### src/rtl/vga_pkg.sv
// Shared definitions for the VGA test-pattern generator: mode encodings,
// the eight-entry colour-bar table and the per-channel on/off colour type.
package vga_pkg;

    // Pattern modes, in the order they are selected by mode_sel.
    typedef enum logic [2:0] {
        MODE_SOLID    = 3'd0,
        MODE_VBARS    = 3'd1,
        MODE_HBARS    = 3'd2,
        MODE_CHECKER  = 3'd3,
        MODE_GRADIENT = 3'd4,
        MODE_BOX      = 3'd5,
        MODE_CYCLE    = 3'd6,
        MODE_BLACK    = 3'd7
    } mode_e;

    // Box travel direction along one axis.
    typedef enum logic {
        DIR_POS = 1'b0,
        DIR_NEG = 1'b1
    } dir_e;

    // Colour with each channel either fully off or at full scale.
    // The generator widens each bit to CW bits.
    typedef struct packed {
        logic r;
        logic g;
        logic b;
    } rgb_on_t;

    // Bar colours in classic order: white, yellow, cyan, green,
    // magenta, red, blue, black.
    function automatic rgb_on_t color_table(input logic [2:0] idx);
        rgb_on_t c;
        case (idx)
            3'd0:    c = '{r: 1'b1, g: 1'b1, b: 1'b1};
            3'd1:    c = '{r: 1'b1, g: 1'b1, b: 1'b0};
            3'd2:    c = '{r: 1'b0, g: 1'b1, b: 1'b1};
            3'd3:    c = '{r: 1'b0, g: 1'b1, b: 1'b0};
            3'd4:    c = '{r: 1'b1, g: 1'b0, b: 1'b1};
            3'd5:    c = '{r: 1'b1, g: 1'b0, b: 1'b0};
            3'd6:    c = '{r: 1'b0, g: 1'b0, b: 1'b1};
            default: c = '{r: 1'b0, g: 1'b0, b: 1'b0};
        endcase
        return c;
    endfunction

endpackage

### src/rtl/vga_bar_counter.sv
// Divider-free colour-bar index for one screen axis. The coordinate is
// expected to count up by one (x) or stay constant and then step (y); the
// index is tracked by comparing against the next bar boundary. The idx
// output is combinational and belongs to the coordinate presented this cycle.
module vga_bar_counter #(
    parameter int W        = 11,
    parameter int ACTIVE   = 1024,
    parameter int NUM_BARS = 8,
    parameter int IW       = $clog2(NUM_BARS)
) (
    input  logic          clk,
    input  logic          srst,
    input  logic [W-1:0]  coord,
    output logic [IW-1:0] idx
);

    localparam int            STEP     = ACTIVE / NUM_BARS;
    // Boundary register is one bit wider than the coordinate so that
    // adding STEP near the end of the line can never wrap.
    localparam logic [W:0]    STEP_E   = (W + 1)'(STEP);
    localparam logic [IW-1:0] IDX_LAST = IW'(NUM_BARS - 1);

    logic [IW-1:0] idx_q, idx_d;
    logic [W:0]    nedge_q, nedge_d;

    // Restart at coordinate 0, advance one bar on each boundary, saturate
    // on the last bar so it absorbs the division remainder.
    always_comb begin
        idx_d   = idx_q;
        nedge_d = nedge_q;
        if (coord == '0) begin
            idx_d   = '0;
            nedge_d = STEP_E;
        end else if (({1'b0, coord} == nedge_q) && (idx_q != IDX_LAST)) begin
            idx_d   = idx_q + IW'(1);
            nedge_d = nedge_q + STEP_E;
        end
    end

    assign idx = idx_d;

    // Bar state register.
    always_ff @(posedge clk) begin
        if (srst) begin
            idx_q   <= '0;
            nedge_q <= STEP_E;
        end else begin
            idx_q   <= idx_d;
            nedge_q <= nedge_d;
        end
    end

endmodule

### src/rtl/vga_pattern_gen.sv
// VGA test-pattern source. Produces a registered colour one cycle after the
// pixel coordinate, switches pattern only on the rising edge of v_blank so a
// frame is never split between two patterns, and animates a bouncing box.
module vga_pattern_gen
    import vga_pkg::*;
#(
    parameter int CW       = 4,
    parameter int XW       = 11,
    parameter int YW       = 11,
    parameter int H_ACTIVE = 1024,
    parameter int V_ACTIVE = 768,
    parameter int NUM_BARS = 8,
    parameter int CHK_LOG2 = 5,
    parameter int BOX_SIZE = 64,
    parameter int BOX_STEP = 4,
    parameter int FCW      = 8
) (
    input  logic            pixel_clk,
    input  logic            rst,
    input  logic [XW-1:0]   x_pix,
    input  logic [YW-1:0]   y_pix,
    input  logic            h_blank,
    input  logic            v_blank,
    input  logic [2:0]      mode_sel,
    input  logic [3*CW-1:0] user_color,
    output logic [3*CW-1:0] pixel_color,
    output logic [2:0]      mode_active,
    output logic [FCW-1:0]  frame_cnt
);

    localparam int IW = $clog2(NUM_BARS);

    // Box travel limits and sizes, one bit wider than the coordinates.
    localparam logic [XW:0] BX_MAX  = (XW + 1)'(H_ACTIVE - BOX_SIZE);
    localparam logic [YW:0] BY_MAX  = (YW + 1)'(V_ACTIVE - BOX_SIZE);
    localparam logic [XW:0] BX_STEP = (XW + 1)'(BOX_STEP);
    localparam logic [YW:0] BY_STEP = (YW + 1)'(BOX_STEP);
    localparam logic [XW:0] BX_SIZE = (XW + 1)'(BOX_SIZE);
    localparam logic [YW:0] BY_SIZE = (YW + 1)'(BOX_SIZE);

    typedef struct packed {
        logic [CW-1:0] r;
        logic [CW-1:0] g;
        logic [CW-1:0] b;
    } color_t;

    // Widen an on/off colour to full-scale channels.
    function automatic color_t expand(input rgb_on_t m);
        color_t c;
        c.r = {CW{m.r}};
        c.g = {CW{m.g}};
        c.b = {CW{m.b}};
        return c;
    endfunction

    logic           v_blank_q;
    logic           frame_edge;
    mode_e          mode_active_q, mode_active_d;
    logic [FCW-1:0] frame_cnt_q, frame_cnt_d;
    logic [XW-1:0]  bx_q, bx_d;
    logic [YW-1:0]  by_q, by_d;
    dir_e           dx_q, dx_d;
    dir_e           dy_q, dy_d;
    logic [XW:0]    bx_sum;
    logic [YW:0]    by_sum;
    color_t         pixel_q, pixel_d;
    color_t         pix_color;
    logic [IW-1:0]  x_idx, y_idx;
    logic [7:0]     x_ext, y_ext;
    logic           in_box;

    vga_bar_counter #(
        .W        (XW),
        .ACTIVE   (H_ACTIVE),
        .NUM_BARS (NUM_BARS),
        .IW       (IW)
    ) u_bar_x (
        .clk   (pixel_clk),
        .srst  (rst),
        .coord (x_pix),
        .idx   (x_idx)
    );

    vga_bar_counter #(
        .W        (YW),
        .ACTIVE   (V_ACTIVE),
        .NUM_BARS (NUM_BARS),
        .IW       (IW)
    ) u_bar_y (
        .clk   (pixel_clk),
        .srst  (rst),
        .coord (y_pix),
        .idx   (y_idx)
    );

    assign frame_edge = v_blank & ~v_blank_q;

    // Mode latch and frame counter only move on a frame edge.
    always_comb begin
        mode_active_d = mode_active_q;
        frame_cnt_d   = frame_cnt_q;
        if (frame_edge) begin
            mode_active_d = mode_e'(mode_sel);
            frame_cnt_d   = frame_cnt_q + FCW'(1);
        end
    end

    // Box motion: each axis bounces independently, clamping at both walls.
    always_comb begin
        bx_d   = bx_q;
        by_d   = by_q;
        dx_d   = dx_q;
        dy_d   = dy_q;
        bx_sum = {1'b0, bx_q} + BX_STEP;
        by_sum = {1'b0, by_q} + BY_STEP;
        if (frame_edge) begin
            if (dx_q == DIR_NEG) begin
                if ({1'b0, bx_q} < BX_STEP) begin
                    bx_d = '0;
                    dx_d = DIR_POS;
                end else begin
                    bx_d = bx_q - BX_STEP[XW-1:0];
                end
            end else if (bx_sum > BX_MAX) begin
                bx_d = BX_MAX[XW-1:0];
                dx_d = DIR_NEG;
            end else begin
                bx_d = bx_sum[XW-1:0];
            end

            if (dy_q == DIR_NEG) begin
                if ({1'b0, by_q} < BY_STEP) begin
                    by_d = '0;
                    dy_d = DIR_POS;
                end else begin
                    by_d = by_q - BY_STEP[YW-1:0];
                end
            end else if (by_sum > BY_MAX) begin
                by_d = BY_MAX[YW-1:0];
                dy_d = DIR_NEG;
            end else begin
                by_d = by_sum[YW-1:0];
            end
        end
    end

    // Box state register, kept separate from the datapath flops.
    always_ff @(posedge pixel_clk) begin
        if (rst) begin
            bx_q <= '0;
            by_q <= '0;
            dx_q <= DIR_POS;
            dy_q <= DIR_POS;
        end else begin
            bx_q <= bx_d;
            by_q <= by_d;
            dx_q <= dx_d;
            dy_q <= dy_d;
        end
    end

    // Bar indices wrap through the 8-entry table when NUM_BARS exceeds 8.
    assign x_ext  = 8'(x_idx);
    assign y_ext  = 8'(y_idx);
    assign in_box = ({1'b0, x_pix} >= {1'b0, bx_q}) &&
                    ({1'b0, x_pix} <  ({1'b0, bx_q} + BX_SIZE)) &&
                    ({1'b0, y_pix} >= {1'b0, by_q}) &&
                    ({1'b0, y_pix} <  ({1'b0, by_q} + BY_SIZE));

    // Pattern mux; blanking forces black.
    always_comb begin
        pix_color = '0;
        case (mode_active_q)
            MODE_SOLID:    pix_color = user_color;
            MODE_VBARS:    pix_color = expand(color_table(x_ext[2:0]));
            MODE_HBARS:    pix_color = expand(color_table(y_ext[2:0]));
            MODE_CHECKER:  pix_color = expand((x_pix[CHK_LOG2] ^ y_pix[CHK_LOG2]) ?
                                              color_table(3'd0) : color_table(3'd7));
            MODE_GRADIENT: begin
                pix_color.r = x_pix[XW-1 -: CW];
                pix_color.g = y_pix[YW-1 -: CW];
                pix_color.b = frame_cnt_q[FCW-1 -: CW];
            end
            MODE_BOX:      pix_color = expand(in_box ? color_table(3'd0) : color_table(3'd6));
            MODE_CYCLE:    pix_color = expand(color_table(frame_cnt_q[FCW-1 -: 3]));
            MODE_BLACK:    pix_color = '0;
            default:       pix_color = '0;
        endcase
        pixel_d = (h_blank | v_blank) ? '0 : pix_color;
    end

    // Frame-edge detect, mode, frame counter and output colour registers.
    always_ff @(posedge pixel_clk) begin
        if (rst) begin
            v_blank_q     <= 1'b0;
            mode_active_q <= MODE_SOLID;
            frame_cnt_q   <= '0;
            pixel_q       <= '0;
        end else begin
            v_blank_q     <= v_blank;
            mode_active_q <= mode_active_d;
            frame_cnt_q   <= frame_cnt_d;
            pixel_q       <= pixel_d;
        end
    end

    assign pixel_color = pixel_q;
    assign mode_active = mode_active_q;
    assign frame_cnt   = frame_cnt_q;

endmodule

### config.mk
export PLATFORM = sky130hd
export DESIGN_NAME = vga_pattern_gen
export DESIGN_NICKNAME = d
export VERILOG_FILES = /design/src/rtl/vga_pkg.sv /design/src/rtl/vga_bar_counter.sv /design/src/rtl/vga_pattern_gen.sv
export SDC_FILE = /design/constraint.sdc
export NUM_CORES = 1
export LEC_CHECK = 0
export ABC_AREA = 1
export BUFFER_PORTS_ARGS = -buffer_cell sky130_fd_sc_hd__buf_2
export CORE_ASPECT_RATIO = 1.2
export CORE_MARGIN = 3
export CORE_UTILIZATION = 59
export DETAILED_ROUTE_END_ITERATION = 12
export HOLD_SLACK_MARGIN = 0.06
export PLACE_DENSITY = 0.86
export SLEW_MARGIN = 20
export SYNTH_ARGS = -nofsm -noshare
export SYNTH_HDL_FRONTEND = slang
export SYNTH_SLANG_ARGS = --single-unit
export TNS_END_PERCENT = 30
### constraint.sdc
create_clock -name pixel_clk -period 2.7 [get_ports pixel_clk]
set_clock_uncertainty 0.2 [all_clocks]
set_input_delay 0.27 -clock pixel_clk [delete_from_list [all_inputs] [get_ports pixel_clk]]
set_output_delay 0.27 -clock pixel_clk [all_outputs]
set_load 0.05 [all_outputs]
==> out/metrics.yaml <==
finish:
  area_growth_pct: 14.6
  drive_gt1_share_pct: 16.0
  final_net_count: 873
  final_cell_mix: "nand2_1 (139), nor2_1 (83), inv_1 (80), a21oi_1 (63), buf_2 (63)"
  layoutNonFillerInstCount: 884
  final_common_cell: "nand2_1"
  antennaDiodeCount: 0
worst_setup_path:
  crit_chain: "inv_2 > ha_1 > inv_1 > ha_1 > inv_1 > nor2_1 > a21boi_0 > a21oi_1 > nor2_1 > nand2_2 > nand3_1 > nor2_1 > nor2_1"
  r2r_end: "pixel_color[6]$_SDFF_PP0_"
  cp_max_fo: 7
  cp_slowest_cell: "dfxtp_1"
  cp_common_cell: "nor2_1"
  r2r_cells: 13
  setup.worst_path.class: "flop to flop"
  worstReg2RegStart: "by_q[6]$_SDFFE_PP0P_"
  cp-startpoint: "by_q[6]$_SDFFE_PP0P_"
  r2r_slack_ns: 0.18
  worstPathArrival_ns: 2.56
  critPathCaptureType: "flop"
  startpoint_type: "flop"
  worstPathRequired_ns: 2.73
  slowest_delay_ns: 0.49
logic_synthesis:
  synthDistinctLibCells: 44
  syn_avg_cell_area_um2: 6.65
  ys_seq_elements: 62
  synth_edf_count: 0
  yosys_most_used_dff: "dfxtp_1"
  synthCells: 714
  syn_nets: 800
  yosys_warnings: 0
  async_flop_share_pct: 0
  syn_area_um2: 4740
  synth_seq_area_share_pct: 26.2
power:
  clock_power_share_pct: 35.0
  power_switching_uw: 892
  cellLeakagePower_nw: 2.65
  switching_share_pct: 34.2
  ir_drop_v: 0.000394
  p_int_mw: 1.72
  p_seq_share_pct: 38.8
  powerDensity_nw_per_um2: 480
  pwr-share-comb_pct: 26.3
timing:
  finalSetupTns_ns: 0
  worst_slew_pin_slew_ns: 0.696
  post-route-period-util_pct: 93.5
  rsz0062_at_grt: "no"
  hold_ws_ns: 0.0925
  final-setup-viol-count: 0
  postLayoutSetupSlackWorst_ns: 0.175
  slew_headroom_pct: 53.6
  slew_violations: 0
  max_freq_ghz: 0.396
  hold_viol: 0
  min_period_ns: 2.52
global_routing:
  grt_pass1_vias: 4711
  antenna_found_initial: 0
  grt_util_all_layers_pct: 27.0
  grt_pass1_wl_mm: 20.3
  grt_max_degree: 24
  grt_overflow: 0
floorplan:
  fp.dieH_um: 104
  rows: 35
  io-pin-count: 64
  die_area_um2: 9160
  fp.dieW_um: 87.9
  initial_core_util_pct: 61.2
  core_um2: 7750
clocking:
  cts_root_buf: "clkbuf_8"
  cts_made_buffers: 9
  clkSinkCount: 62
  post_cts_resized: 0
  ctsHtreeMaxLevel: 3
  path_clk_slew_ns: 0.08
  tritoncts: "yes"
  cts_setup_buffers: 0
  postCtsHoldBufs: 11
  cts_max_path_buffers: 2
  insertion_delay_ns: 0.35
routing:
  drc_errors: 0
  drt_iter0_drc: 256
  wl_mm: 12.4
  wl_per_cell_um: 14.0
  viasPerCell: 5.68
  firstDrtPassIters: 7
  antenna_left: 0
  num_vias: 5017
placement:
  portBuffers: 63
  preCtsSetupSlack_ns: 0.256
  gp_congestion: 0.912
  place_inst: 857
  hpwl_mm: 9.02
outcome:
  outcome: "finished clean"
min_path:
  min_from: "mode_sel[2]"
  min_to: "mode_active[2]$_SDFFE_PP0P_"
  worstHoldPathCells: 3
  hp-class: "primary input to flop"
job:
  maxCapViolCount: 0
-- routing by layer --
| layer | up-vias | track usage [%] | routed length [um] |
|---|---|---|---|
| met5 | - | 0 | 0 |
| met2 | 197 | 46.6 | 6120 |
| met3 | 33 | 3.41 | 787 |
| met4 | 0 | 12.2 | 322 |
| li1 | 2487 | - | - |
| met1 | 2300 | 32.7 | 5170 |
-- per-stage QoR --
stage / utilization [%] / power, mW / area (um^2)
floorplan: - / 1.52 / 4740
global placement: 66.0 / 1.66 / 5110
detailed placement: 66.0 / 1.68 / 5110
CTS: 70.2 / 2.60 / 5440
global route: 70.2 / 2.74 / 5440
finish: 70.2 / 2.61 / 5440
-- cells in the mapped netlist (all sizes together) (3+ instances only) --
library cell	count	area (um^2)
nand3b	4	30.0
inv	100	380
a31oi	5	31.3
o21a	3	22.5
o21ai	58	290
ha	45	563
a21oi	63	315
o21bai	4	30.0
xor2	20	175
xnor2	5	43.8
nor2	93	394
nand4	13	81.3
nor3	13	75.1
buf	8	60.1
nand2	144	558
nor4	4	40.0
dfxtp	62	1240
clkbuf	8	30.0
nand3	46	263
-- registers in the layout, summed over array words and instances (netlist names) --
name / cells
pixel_color: 12
bx_q: 9
by_q: 9
frame_cnt: 8
u_bar_y.nedge_q: 7
u_bar_x.nedge_q: 5
mode_active: 3
u_bar_x.idx_q: 3
u_bar_y.idx_q: 3
dx_q: 1
dy_q: 1
v_blank_q: 1
-- worst max path at each step --
| stage | depth (start not counted) | slack [ns] | end |
|---|---|---|---|
| 6_report | 13 | 0.18 | pixel_color[6]$_SDFF_PP0_ |
| 3_5_place_dp | 13 | 0.26 | pixel_color[5]$_SDFF_PP0_ |
| 4_1_cts | 13 | 0.22 | pixel_color[6]$_SDFF_PP0_ |
| 2_1_floorplan | 13 | 0.57 | pixel_color[4]$_SDFF_PP0_ |
| 3_3_place_gp | 13 | 0.42 | pixel_color[9]$_SDFF_PP0_ |
| 5_1_grt | 15 | 0.009 | pixel_color[5]$_SDFF_PP0_ |
-- power groups by stage --
stage                     clock network, mW  logic, mW  registers (mW)
after global placement                    0      0.632            1.03
after global routing                  0.950      0.771            1.02
after detailed placement                  0      0.654            1.03
after CTS                             0.914      0.674            1.01
final                                 0.912      0.685            1.01
after floorplan                           0      0.460            1.06
-- kinds of logic after synthesis --
kind of cell / synth area share, %
AO/OA/AOI/OAI: 16.2
XOR/XNOR: 4.61
adder cells (fa/ha/maj): 11.9
buffers and inverters: 10.2
flip-flops: 26.2
AND/OR/NAND/NOR: 31.0
-- worst max-delay path, delay by kind of cell (launching register included) --
family | cells | cell delay [ns]
and+or+nand+nor | 6 | 0.59
adders and majority gates | 2 | 0.59
buffers and inverters | 3 | 0.22
AOI/OAI and AO/OA | 2 | 0.31
DFF | 1 | 0.49
-- area by class of cell --
class                      instances  area (um^2)
clock buffer                      10          128
clock inverter                     6         86.3
fill                             619         2310
inverter                         101          384
multi-input combinational        534         3020
sequential                        62         1240
tap                               92          115
timing repair buffer              79          463
No activity file was read; power rests on OpenSTA's default activity.
